**src/rtl/opsel_mux_pipe.sv**
```systemverilog
// opsel_mux_pipe: operand-select mux with a registered valid/ready stage and 2-entry skid buffer.
// Define OPSEL_STALL_CNT_EN to build the saturating back-pressure counter on stall_cnt.
module opsel_mux_pipe #(
    parameter int WIDTH = 8,
    parameter int NUM_IN = 4,
    parameter logic [WIDTH-1:0] DEFAULT_VAL = {WIDTH{1'b1}},
    localparam int SEL_W = (NUM_IN > 1) ? $clog2(NUM_IN) : 1
) (
    input  logic                    clk,
    input  logic                    rst,
    input  logic [NUM_IN*WIDTH-1:0] in_data,
    input  logic [SEL_W-1:0]        sel,
    input  logic                    in_valid,
    output logic                    in_ready,
    output logic [WIDTH-1:0]        out_data,
    output logic                    out_err,
    output logic                    out_valid,
    input  logic                    out_ready,
    output logic [15:0]             stall_cnt
);
    logic [WIDTH-1:0] main_data_q, main_data_d, skid_data_q, skid_data_d, item_data;
    logic             main_err_q, main_err_d, skid_err_q, skid_err_d, item_err;
    logic             out_valid_q, out_valid_d, skid_full_q, skid_full_d;
    logic             accept, pop, legal;
    logic [SEL_W:0]   sel_ext;

    // Widened compare keeps the legality test meaningful when NUM_IN fills the select range.
    assign sel_ext   = {1'b0, sel};
    assign legal     = sel_ext < (SEL_W+1)'(NUM_IN);
    assign item_data = legal ? in_data[sel*WIDTH +: WIDTH] : DEFAULT_VAL;
    assign item_err  = ~legal;

    assign in_ready  = ~skid_full_q & ~rst;
    assign accept    = in_valid & in_ready;
    assign pop       = out_valid_q & out_ready;
    assign out_data  = main_data_q;
    assign out_err   = main_err_q;
    assign out_valid = out_valid_q;

    always_comb begin
        main_data_d = main_data_q;
        main_err_d  = main_err_q;
        out_valid_d = out_valid_q;
        skid_data_d = skid_data_q;
        skid_err_d  = skid_err_q;
        skid_full_d = skid_full_q;
        if (~out_valid_q | pop) begin
            if (skid_full_q) begin
                main_data_d = skid_data_q;
                main_err_d  = skid_err_q;
                skid_full_d = 1'b0;
            end else if (accept) begin
                main_data_d = item_data;
                main_err_d  = item_err;
                out_valid_d = 1'b1;
            end else begin
                out_valid_d = 1'b0;
            end
        end else if (accept) begin
            skid_data_d = item_data;
            skid_err_d  = item_err;
            skid_full_d = 1'b1;
        end
    end

    always_ff @(posedge clk) begin
        if (rst) begin
            main_data_q <= '0;
            main_err_q  <= 1'b0;
            out_valid_q <= 1'b0;
            skid_data_q <= '0;
            skid_err_q  <= 1'b0;
            skid_full_q <= 1'b0;
        end else begin
            main_data_q <= main_data_d;
            main_err_q  <= main_err_d;
            out_valid_q <= out_valid_d;
            skid_data_q <= skid_data_d;
            skid_err_q  <= skid_err_d;
            skid_full_q <= skid_full_d;
        end
    end

`ifdef OPSEL_STALL_CNT_EN
    logic [15:0] stall_q, stall_d;

    assign stall_d   = (out_valid_q & ~out_ready & ~&stall_q) ? stall_q + 16'd1 : stall_q;
    assign stall_cnt = stall_q;

    always_ff @(posedge clk) begin
        if (rst) stall_q <= '0;
        else     stall_q <= stall_d;
    end
`else
    assign stall_cnt = 16'h0000;
`endif
endmodule

```
**config.mk**
```make
export PLATFORM = sky130hd
export DESIGN_NAME = opsel_mux_pipe
export DESIGN_NICKNAME = d
export VERILOG_FILES = /design/src/rtl/opsel_mux_pipe.sv
export SDC_FILE = /design/constraint.sdc
export NUM_CORES = 1
export LEC_CHECK = 0
export CORE_ASPECT_RATIO = 0.7
export CORE_MARGIN = 3
export CORE_UTILIZATION = 34
export DETAILED_ROUTE_END_ITERATION = 12
export PLACE_DENSITY = 0.75
export SKIP_CTS_REPAIR_TIMING = 1
export SLEW_MARGIN = 20
export SYNTH_ARGS = -nofsm -noshare
export SYNTH_HDL_FRONTEND = slang
export SYNTH_SLANG_ARGS = --single-unit
```
**constraint.sdc**
```tcl
create_clock -name clk -period 1.44 [get_ports clk]
set_clock_uncertainty 0.2 [all_clocks]
set_input_delay 0.216 -clock clk [delete_from_list [all_inputs] [get_ports clk]]
set_output_delay 0.216 -clock clk [all_outputs]
set_load 0.05 [all_outputs]
```
# Word level (Yosys, flattened, before mapping)
# Index checks and enable logic that the tools add are counted.
[op_classes]
n_shift = 1
bitwise = 9
n_reduce_logical = 5
order_cmp = 1
mux = 6
[ops]
columns = ["operator", "n"]
rows = [
  ["variable part select 32 x 6 -> 8 bit", 1],
  ["two-way mux 8 bit", 3],
  ["AND reduction 2 bit", 3],
  ["NOT 1 bit", 5],
  ["bitwise AND 1 bit", 3],
  ["< comparator 2 x 3 -> 1 bit (second input constant)", 1],
  ["two-way mux 1 bit", 3],
  ["nonzero test 2 bit", 1],
  ["OR reduction 2 bit", 1],
  ["OR 1 bit", 1],
]
[totals]
register_bits = 20

# Longest topological paths before layout
[depth]
depth_word = 5
depth_mapped = 4

# Worst setup path before layout
# No wires, ideal clock.
[synth_timing]
kind = "register to register"
startpoint = "reg out_valid_q (netlist: out_valid)"
endpoint = "reg skid_data_q[0]"
n_path_buf = 0
arrival_time_ns = 1.414
path_slack_ns = -0.234
setup_time_ns = 0.060
path_stages_with_launch = 4
required_ns = 1.180
synth_period_minus_slack_ns = 1.674
cell_sequence = "dfxtp_1 > nor2b_1 > nor3b_2 > a22o_1"
[synth_between]
elab_chain_cells = 4
word_cells_on_any_way = 5
cone_classes = "bitwise (4); reduce/logical (1)"
[synth_rtl]
columns = ["item", "line", "rtl"]
rows = [
  ["start: declaration", "23", "logic out_valid_q, out_valid_d, skid_full_q, skid_full_d;"],
  ["start signal: assignment", "77", "out_valid_q <= out_valid_d;"],
  ["bitwise AND 1 bit / NOT 1 bit (equally long branches)", "35, 47", ""],
  ["OR 1 bit (*)", "47", "if (~out_valid_q | pop) begin"],
  ["NOT 1 bit (no line) (*)", "-", ""],
  ["AND reduction 2 bit (no line) (*)", "-", ""],
  ["end signal: assignment", "78", "skid_data_q <= skid_data_d;"],
  ["end: declaration", "21", "logic [WIDTH-1:0] main_data_q, main_data_d, skid_data_q, skid_data_d, item_data;"],
]
# Every way passes the cells marked *; elsewhere a longest branch is shown, timed or not.
# A chain may end at the register's enable or synchronous reset.

# Worst setup path in the final report
[layout_timing]
startpoint = "reg skid_full_q"
endpoint = "out in_ready"
[layout_between]
elab_chain_cells = 2
[layout_rtl]
columns = ["item", "line", "rtl"]
rows = [
  ["start: declaration", "23", ""],
  ["start signal: assignment", "80", "skid_full_q <= skid_full_d;"],
  ["NOT 1 bit (no line)", "-", ""],
  ["bitwise AND 1 bit", "33", "assign in_ready = ~skid_full_q & ~rst;"],
  ["end: declaration", "14", "output logic in_ready,"],
]
# Every way passes these cells.

==> flow_metrics.py <==
metrics = {
    "logic_synthesis": {
        "ys_warn_count": 0,
        "synthFlopType": "dfxtp_1",
        "synth_cell_type_count": 24,
        "netlist_instances": 112,
        "synth-async-reset-ratio_pct": 0,
        "syn_avg_cell_area_um2": 10.4,
        "synth_enable_flop_cells": 0,
        "synth_seq_cells": 18,
        "seq_area_frac_synth_pct": 30.9,
        "netlist_area_um2": 1160,
    },
    "global_routing": {
        "antenna_found_initial": 0,
        "grt_max_degree": 12,
        "grt_usage_pct": 13.0,
        "grt.overflow.total": 0,
        "first_global_vias": 983,
        "grt_pass1_wl_mm": 4.32,
    },
    "routing": {
        "viasPerCell": 4.80,
        "drt_iter0_markers": 12,
        "wl_mm": 2.86,
        "detail_route.wl_per_cell_um": 13.1,
        "drtAntennaViolNets": 0,
        "route.detailed.drc": 0,
        "firstDrtPassIters": 7,
        "vias": 1046,
    },
    "sta": {
        "fin_crit_sh_pct": 97.6,
        "rsz0062_at_grt": "no",
        "report.final.setup_viol": 0,
        "max_clock_freq_mhz": 712,
        "maxSlewViolCount": 0,
        "fin_crit_ns": 1.40,
        "report.final.hold_viol_count": 0,
    },
    "critical_path": {
        "critPathKind": "register to output port",
        "cp_max_fo": 4,
        "worstPathRequired_ns": 1.02,
        "end_kind": "output port",
        "critPathLaunch": "skid_full_q$_SDFFE_PP0P_",
        "crit_arrival_ns": 0.99,
        "crit_path_start_kind": "register",
        "reg2reg_slack_ns": 0.05,
        "r2r-end": "skid_data_q[0]$_SDFFE_PP0P_",
        "rr_worst_depth": 4,
        "endpoint": "in_ready",
        "reg2reg_from": "out_valid$_SDFFE_PP0P_",
    },
    "cells_and_area": {
        "fill_cells": 249,
        "multi_input_area_um2": 722,
        "fin_util_pct": 61.0,
        "antennaDiodeCount": 0,
        "seq_area_um2": 365,
        "final_common_cell": "clkdlybuf4s50_1",
        "nets": 210,
        "final_cell_mix": "32 x clkdlybuf4s50_1, 17 x conb_1, 16 x dfxtp_1",
        "area_delta_synth_final_pct": 68.3,
        "drive_gt1_share_pct": 36.8,
    },
    "floorplanning": {
        "io_pins": 65,
        "die_w_um": 76.0,
        "fp-row-count": 17,
        "die_h_um": 55.0,
        "initial_core_util_pct": 36.3,
        "dieArea_um2": 4180,
        "core_um2": 3210,
    },
    "power": {
        "p_leak_nw": 0.824,
        "totalPowerFinal_mw": 1.56,
        "ir_drop_mv": 0.354,
        "powerDensity_nw_per_um2": 797,
    },
    "worst_hold_path": {
        "hold_class": "primary input to register",
    },
    "cts": {
        "cts.sinks": 18,
        "clk_path_buf_depth": 2,
        "cts_tree": "yes",
        "clkTransAtPathRegs_ns": 0.07,
        "cts-root-buf": "clkbuf_8",
        "clk_latency_ns": 0.26,
        "htree_levels": 1,
        "numCtsBuffers": 3,
    },
    "run_status": {
        "status": "finished clean",
    },
    "flow_run": {
        "cap_violations": 0,
    },
    "placement": {
        "place_congestion": 0.782,
        "portBuffers": 47,
        "dpl.hpwl_mm": 2.30,
    },
}
[synthesized netlist by cell type (2+ instances only)]
library cell | n | area, um2
a211oi_1 | 8 | 60.1
a221oi_2 | 8 | 120
a22o_1 | 8 | 70.1
and2_1 | 8 | 50.1
buf_2 | 2 | 10.0
buf_4 | 18 | 135
clkbuf_1 | 2 | 7.51
dfxtp_1 | 18 | 360
inv_1 | 9 | 33.8
mux4_2 | 8 | 180
nand2_1 | 8 | 30.0
nand2b_1 | 2 | 12.5
nor2_1 | 2 | 7.51
[critical path, cell delays in order (launching register included)]
cell and delay, ns:
dfxtp_2 0.34, buf_4 0.15, nor2_4 0.10, buf_12 0.14
[cells by family (layout without fill, tap and decap cells)]
family	Yosys count	after routing	synth area share (%)
buffers and inverters	34	77	17.7
AOI/OAI and AO/OA	28	28	24.7
other	1	17	0.322
and+or+nand+nor	23	23	10.8
muxes	8	8	15.5
DFF	18	18	30.9
[per-stage QoR]
step	area, um2	cells	TNS [ns]	worst slack, ns	hold WS [ns]
2_1_floorplan	1250	128	0	0.00281	0.0822
5_1_grt	1960	218	0	0.00879	0.146
3_5_place_dp	1820	213	-7.84	-0.522	0.261
6_report	1960	218	0	0.0352	0.126
3_3_place_gp	1820	213	-6.96	-0.440	0.259
4_1_cts	1870	217	-3.53	-0.252	0.277
[cell type report]
cell class	instances	share of cell area [%]
repair buffers	63	36.8
flip-flops and latches	18	18.6
well taps	47	3.00
multi-input cells	76	36.8
clock buffers	4	2.81
inverters	10	1.91
[registers in the layout (all words and copies together), names as in the netlist]
register / count
skid_full_q: 1
out_valid: 1
out_data: 8
skid_data_q: 8
[worst min-delay path by stage]
stage / cells past startpoint / start / endpoint / slack (ns)
after floorplan: 1 / rst / out_data[0]$_SDFFE_PP0P_ / 0.08
after global placement: 1 / skid_data_q[6]$_SDFFE_PP0P_ / skid_data_q[6]$_SDFFE_PP0P_ / 0.26
after detailed placement: 1 / skid_data_q[6]$_SDFFE_PP0P_ / skid_data_q[6]$_SDFFE_PP0P_ / 0.26
after CTS: 1 / skid_data_q[6]$_SDFFE_PP0P_ / skid_data_q[6]$_SDFFE_PP0P_ / 0.28
after global routing: 3 / rst / out_data[0]$_SDFFE_PP0P_ / 0.15
final: 3 / rst / out_data[0]$_SDFFE_PP0P_ / 0.13
[routing by layer]
metal	track usage, %	routed length (um)
met5	0	0
met4	5.42	21
met3	2.27	255
met2	22.2	1330
met1	16.9	1250
[report_power, final]
group	leakage [nW]	switching [mW]	total, mW	internal (mW)
combinational	0.647	0.310	0.596	0.286
clock	0.0288	0.175	0.418	0.243
sequential	0.148	0.0244	0.549	0.525
No activity file was read; power rests on OpenSTA's default activity.
